[src/rtl/mem_bus_arbiter.sv]
// mem_bus_arbiter: round-robin arbiter of fetch and data ports onto a single-outstanding memory bus
module mem_bus_arbiter #(
    parameter bit DATA_PRIORITY = 1'b1
) (
    input  logic        i_clk,
    input  logic        i_rst,
    input  logic        i_if_req,
    input  logic [31:0] i_if_address,
    output logic        o_if_busy,
    output logic [31:0] o_if_data,
    output logic        o_if_DV,
    input  logic        i_d_req,
    input  logic [31:0] i_d_address,
    input  logic [31:0] i_d_data,
    input  logic [2:0]  i_d_bhw,
    input  logic        i_d_write,
    output logic        o_d_busy,
    output logic [31:0] o_d_data,
    output logic        o_d_DV,
    output logic        o_d_err,
    output logic [31:0] o_bus_data,
    output logic [31:0] o_bus_address,
    output logic        o_bus_DV,
    output logic [2:0]  o_bhw,
    output logic        o_write_notread,
    input  logic [31:0] i_bus_data,
    input  logic        i_bus_DV
);
    typedef enum logic [1:0] {IDLE, ISSUE, WAIT} state_t;
    state_t      state;
    logic        gnt, last;
    logic [31:0] if_addr, d_addr, d_wdata;
    logic [2:0]  d_bhw;
    logic        d_write;
    logic        d_ok, if_cap, d_cap, d_rej, if_eff, d_eff, pick_d;
    logic [31:0] if_addr_eff, d_addr_eff, d_wdata_eff;
    logic [2:0]  d_bhw_eff;
    logic        d_write_eff;

    assign d_ok   = (i_d_bhw == 3'b100) | (i_d_bhw == 3'b010) | (i_d_bhw == 3'b001);
    assign if_cap = i_if_req & ~o_if_busy;
    assign d_cap  = i_d_req & ~o_d_busy & d_ok;
    assign d_rej  = i_d_req & ~o_d_busy & ~d_ok;
    // In IDLE a busy port is pending-not-issued, so a request arriving this edge can be granted at once
    assign if_eff = o_if_busy | if_cap;
    assign d_eff  = o_d_busy | d_cap;
    assign pick_d = d_eff & (~if_eff | ~last);
    assign if_addr_eff = o_if_busy ? if_addr : i_if_address;
    assign d_addr_eff  = o_d_busy ? d_addr : i_d_address;
    assign d_wdata_eff = o_d_busy ? d_wdata : i_d_data;
    assign d_bhw_eff   = o_d_busy ? d_bhw : i_d_bhw;
    assign d_write_eff = o_d_busy ? d_write : i_d_write;

    always_ff @(posedge i_clk or posedge i_rst) begin
        if (i_rst) begin
            state           <= IDLE;
            gnt             <= 1'b0;
            last            <= ~DATA_PRIORITY;
            if_addr         <= '0;
            d_addr          <= '0;
            d_wdata         <= '0;
            d_bhw           <= '0;
            d_write         <= 1'b0;
            o_if_busy       <= 1'b0;
            o_if_data       <= '0;
            o_if_DV         <= 1'b0;
            o_d_busy        <= 1'b0;
            o_d_data        <= '0;
            o_d_DV          <= 1'b0;
            o_d_err         <= 1'b0;
            o_bus_data      <= '0;
            o_bus_address   <= '0;
            o_bus_DV        <= 1'b0;
            o_bhw           <= '0;
            o_write_notread <= 1'b0;
        end else begin
            o_if_DV  <= 1'b0;
            o_d_DV   <= 1'b0;
            o_d_err  <= 1'b0;
            o_bus_DV <= 1'b0;
            if (if_cap) begin
                o_if_busy <= 1'b1;
                if_addr   <= i_if_address;
            end
            if (d_cap) begin
                o_d_busy <= 1'b1;
                d_addr   <= i_d_address;
                d_wdata  <= i_d_data;
                d_bhw    <= i_d_bhw;
                d_write  <= i_d_write;
            end
            if (d_rej) begin
                o_d_DV   <= 1'b1;
                o_d_err  <= 1'b1;
                o_d_data <= '0;
            end
            case (state)
                IDLE: if (if_eff | d_eff) begin
                    gnt             <= pick_d;
                    o_bus_DV        <= 1'b1;
                    o_bus_address   <= pick_d ? d_addr_eff : if_addr_eff;
                    o_bhw           <= pick_d ? d_bhw_eff : 3'b100;
                    o_write_notread <= pick_d & d_write_eff;
                    o_bus_data      <= pick_d ? d_wdata_eff : 32'h0;
                    state           <= ISSUE;
                end
                ISSUE: state <= WAIT;
                WAIT: if (i_bus_DV) begin
                    last  <= gnt;
                    state <= IDLE;
                    if (gnt) begin
                        o_d_DV   <= 1'b1;
                        o_d_data <= d_write ? 32'h0 : i_bus_data;
                        o_d_busy <= 1'b0;
                    end else begin
                        o_if_DV   <= 1'b1;
                        o_if_data <= i_bus_data;
                        o_if_busy <= 1'b0;
                    end
                end
                default: state <= IDLE;
            endcase
        end
    end
endmodule
[config.mk]
export PLATFORM = sky130hd
export DESIGN_NAME = mem_bus_arbiter
export DESIGN_NICKNAME = d
export VERILOG_FILES = /design/src/rtl/mem_bus_arbiter.sv
export SDC_FILE = /design/constraint.sdc
export NUM_CORES = 1
export LEC_CHECK = 0
export ABC_AREA = 1
export BUFFER_PORTS_ARGS = -buffer_cell sky130_fd_sc_hd__clkbuf_2
export CORE_MARGIN = 2
export CORE_UTILIZATION = 57
export DETAILED_ROUTE_END_ITERATION = 10
export PLACE_DENSITY = 0.91
export SLEW_MARGIN = 15
export SYNTH_ARGS = -nofsm -noshare
export SYNTH_HDL_FRONTEND = slang
export SYNTH_SLANG_ARGS = --single-unit
[constraint.sdc]
create_clock -name i_clk -period 21.3 [get_ports i_clk]
set_clock_uncertainty 0.05 [all_clocks]
set_input_delay 4.26 -clock i_clk [delete_from_list [all_inputs] [get_ports i_clk]]
set_output_delay 4.26 -clock i_clk [all_outputs]
set_load 0.01 [all_outputs]
==> key figures <==
Status
  – Outcome: finished, final reports clean

Drt
  – Uppermost layer routed: met4
  – Drc violations: 0
  – ANT nets after route: 0
  – Drt first pass iters: 7
  – DRT met1 WL: 10370 um
  – Met3 wire len: 2313 um
  – 1st-iter DRT viols: 568
  – Wire length on met2: 13210 um
  – Vias/cell: 5.410
  – Total number of vias: 8823
  – Total Wirelength: 26790 um
  – Drt wl/cell: 16.42 um

STA
  – Unrepaired setup endpoints after global routing: no
  – Setup Viol. Count Final: 0
  – Final period util: 28.30%
  – Worst-Margin Slew: 935.4 ps
  – Setup tns final: 0 ps
  – Fmax: 0.1659 GHz
  – Slew Viols, Final: 0
  – Min Clock Period, post-route: 6029 ps
  – Rel. slew slack: 37.64%
  – Hold Vio Cnt, Final: 0

Worst setup path
  – Setup crit start kind: input pin
  – Critical path capture point type: flop
  – Critical Path Max Stage Delay: 610 ps
  – WP data required: 21690 ps
  – Crit-path slowest cell: nand2_2
  – Crit Path Max Fanout: 37
  – Critical Path AT: 6420 ps
  – Setup CP Type: input pin to flop
  – Crit-path cells: clkbuf_2, inv_2, nand2_1, nand3_2, nand2_2, nand2_4, nand3_2, nand2_2, buf_4, nand2_1, o21ai_2

Pwr
  – Leak pwr: 7.107 nW
  – Net Sw Frac: 38.30%
  – Clock power share: 22.8%
  – Internal Dissipation: 1.246 mW
  – Pwr/cell area: 156.8 mW/mm2
  – Comb pwr share: 37.6%
  – Reg power frac: 39.6%
  – NetSw: 0.7736 mW
  – Final Total Pwr: 2.020 mW
  – Worst VDD drop: 0.09918 mV

Layout
  – Most common cell after layout, fill and taps aside: clkbuf_2
  – Final Net Count: 1522
  – Antenna Cells: 0
  – Synthesis-to-layout area growth: 21.01%
  – Register area: 0.006061 mm2
  – Multi-input logic area: 0.003681 mm2
  – Most frequent cells in the layout: 274 x clkbuf_2, 247 x nand2_1, 240 x dfrtp_1
  – Fillers: 1310
  – Layout cells sized above 1: 28.96%

CTS
  – Maximum clock path buffer count: 3
  – CTS root buf: clkbuf_16
  – Cts hold-fix bufs: 0
  – Post-cts sizing count: 0
  – Postcts setup bufs: 0
  – TritonCTS clock tree: yes
  – Reg clk slew, reported paths: 60 ps
  – Clk Latency, worst-skew pair: 510 ps
  – Num Clock Sinks: 242
  – H-tree depth: 1
  – Inserted Clock Buffers: 25

Synthesis
  – Syn nets: 1281
  – Post-Syn Area: 0.01064 mm2
  – Mapped Cells: 1144
  – Yosys reg bits: 242
  – Yosys warns: 0
  – Avg Inst Size Synth: 9.302 um2
  – Mux contribution to synthesized area: 6.961%
  – Synth Area in Compound Gates: 12.58%
  – Post-Synth Simple-Gate Area: 15.03%
  – Largest family of logic cells by synthesized area: simple AND/OR/NAND/NOR gates
  – Synth unique cells: 24
  – Post-synthesis xor/xnor area fraction: 0%
  – Seq/Total Area, Yosys: 56.91%
  – Synthesized-area fraction occupied by adder cells: 0%

Floorplanning
  – IO Count: 275
  – Die Ht: 140.6 um
  – DIE AREA: 0.01978 mm2
  – # rows: 49
  – Starting Density: 58.64%
  – Core Area: 0.01815 mm2
  – DIE WIDTH: 140.6 um

GRT
  – Overall routing resource usage: 26.99%
  – Number of global-route vias before repair: 8933
  – Initial antenna violation count: 0
  – First-pass GRT wire length: 43260 um
  – Gr ovfl total: 0
  – Largest net degree at the start of global routing: 98

Hold path
  – Worst hold path type: flop to flop

Place
  – Dpl hpwl: 17920 um
  – Final Wtd Congestion: 0.8077
  – IO Port Bufs: 274

Flow run
  – Max_cap viols: 0
-- power by group through the flow --
stage / Clock (mW) / Sequential (mW) / Combinational (mW)
after floorplan: 0 / 0.811 / 0.508
after global placement: 0 / 0.790 / 0.723
after detailed placement: 0 / 0.798 / 0.760
after CTS: 0.467 / 0.797 / 0.765
after global routing: 0.487 / 0.822 / 0.846
final: 0.461 / 0.799 / 0.760
-- worst paths after layout --
check	startpoint	to	slack [ps]	cells past startpoint
hold / removal	d_addr[29]	d_addr[29]	430	2
hold reg to reg	d_addr[29]	d_addr[29]	430	2
setup / recovery	i_d_bhw[1]	o_bus_data[0]	15270	11
min in group asynchronous	i_rst	o_d_data[24]	3800	2
setup reg to reg	o_d_busy	o_bus_data[0]	18300	7
max in group asynchronous	i_rst	d_addr[25]	15960	3
-- layer usage --
metal	vias to the layer above	track usage, %
li1	4167	-
met1	4183	34.40
met2	397	45.47
met3	76	6.148
met4	0	10.21
met5	-	0
-- cell usage after synthesis --
| cell type | count | share of area, % |
|---|---|---|
| nand2_1 | 248 | 8.7 |
| dfrtp_1 | 242 | 57 |
| inv_1 | 134 | 4.7 |
| o21ai_0 | 100 | 4.7 |
| nand3_1 | 66 | 3.1 |
| nor2_1 | 66 | 2.3 |
| a21oi_1 | 64 | 3.0 |
| buf_2 | 45 | 2.1 |
| mux2i_1 | 38 | 3.6 |
| mux2_2 | 32 | 3.4 |
| o22ai_1 | 32 | 1.9 |
| o21ai_2 | 31 | 2.6 |
| clkbuf_1 | 15 | 0.53 |
| buf_6 | 7 | 0.74 |
| o21ai_1 | 5 | 0.24 |
| inv_2 | 4 | 0.14 |
| buf_4 | 3 | 0.21 |
| nand2_4 | 3 | 0.32 |
| nand2_2 | 2 | 0.12 |
| nand3_2 | 2 | 0.19 |
| nor2_2 | 2 | 0.12 |
| inv_4 | 1 | 0.059 |
| nor2_4 | 1 | 0.11 |
| o211ai_4 | 1 | 0.20 |
-- critical path: cells and delay by family --
| kind | cells | cell delay (ps) |
|---|---|---|
| buf+inv | 3 | 680 |
| simple gates | 7 | 1360 |
| compound gates | 1 | 80 |
-- per-stage QoR --
step	worst slack [ps]	util, %	hold WS (ps)	std cells	area (um2)
after floorplan	10350	-	398.6	1144	10640
after global placement	14910	66.15	410.6	1587	12000
after detailed placement	14800	66.15	416.9	1587	12000
after CTS	15310	70.95	433.6	1631	12870
after global routing	15090	70.96	444.1	1631	12880
final	15270	70.96	430.0	1631	12880
-- flip-flops by register name (all words and copies together) (netlist names), 2 cells and up --
| register | cells |
|---|---|
| d_bhw | 3 |
| o_bhw | 3 |
| d_addr | 32 |
| d_wdata | 32 |
| if_addr | 32 |
| o_bus_address | 32 |
| o_bus_data | 32 |
| o_d_data | 32 |
| state | 2 |
| o_if_data | 32 |
-- area by class of cell --
class,count,area share (%)
clock buffer,36,5.645
clock inverter,8,1.117
inverter,139,4.129
multi-input combinational,693,28.59
sequential,242,47.07
tap,229,2.225
timing repair buffer,284,11.23
-- cell families (layout without fill, tap and decap cells) --
| logic type | after synthesis | count (layout) |
|---|---|---|
| flops | 242 | 242 |
| simple gates | 390 | 390 |
| compound gates | 233 | 233 |
| buf+inv | 209 | 467 |
| mux | 70 | 70 |
Note: power is estimated with default switching activity, not from simulation.
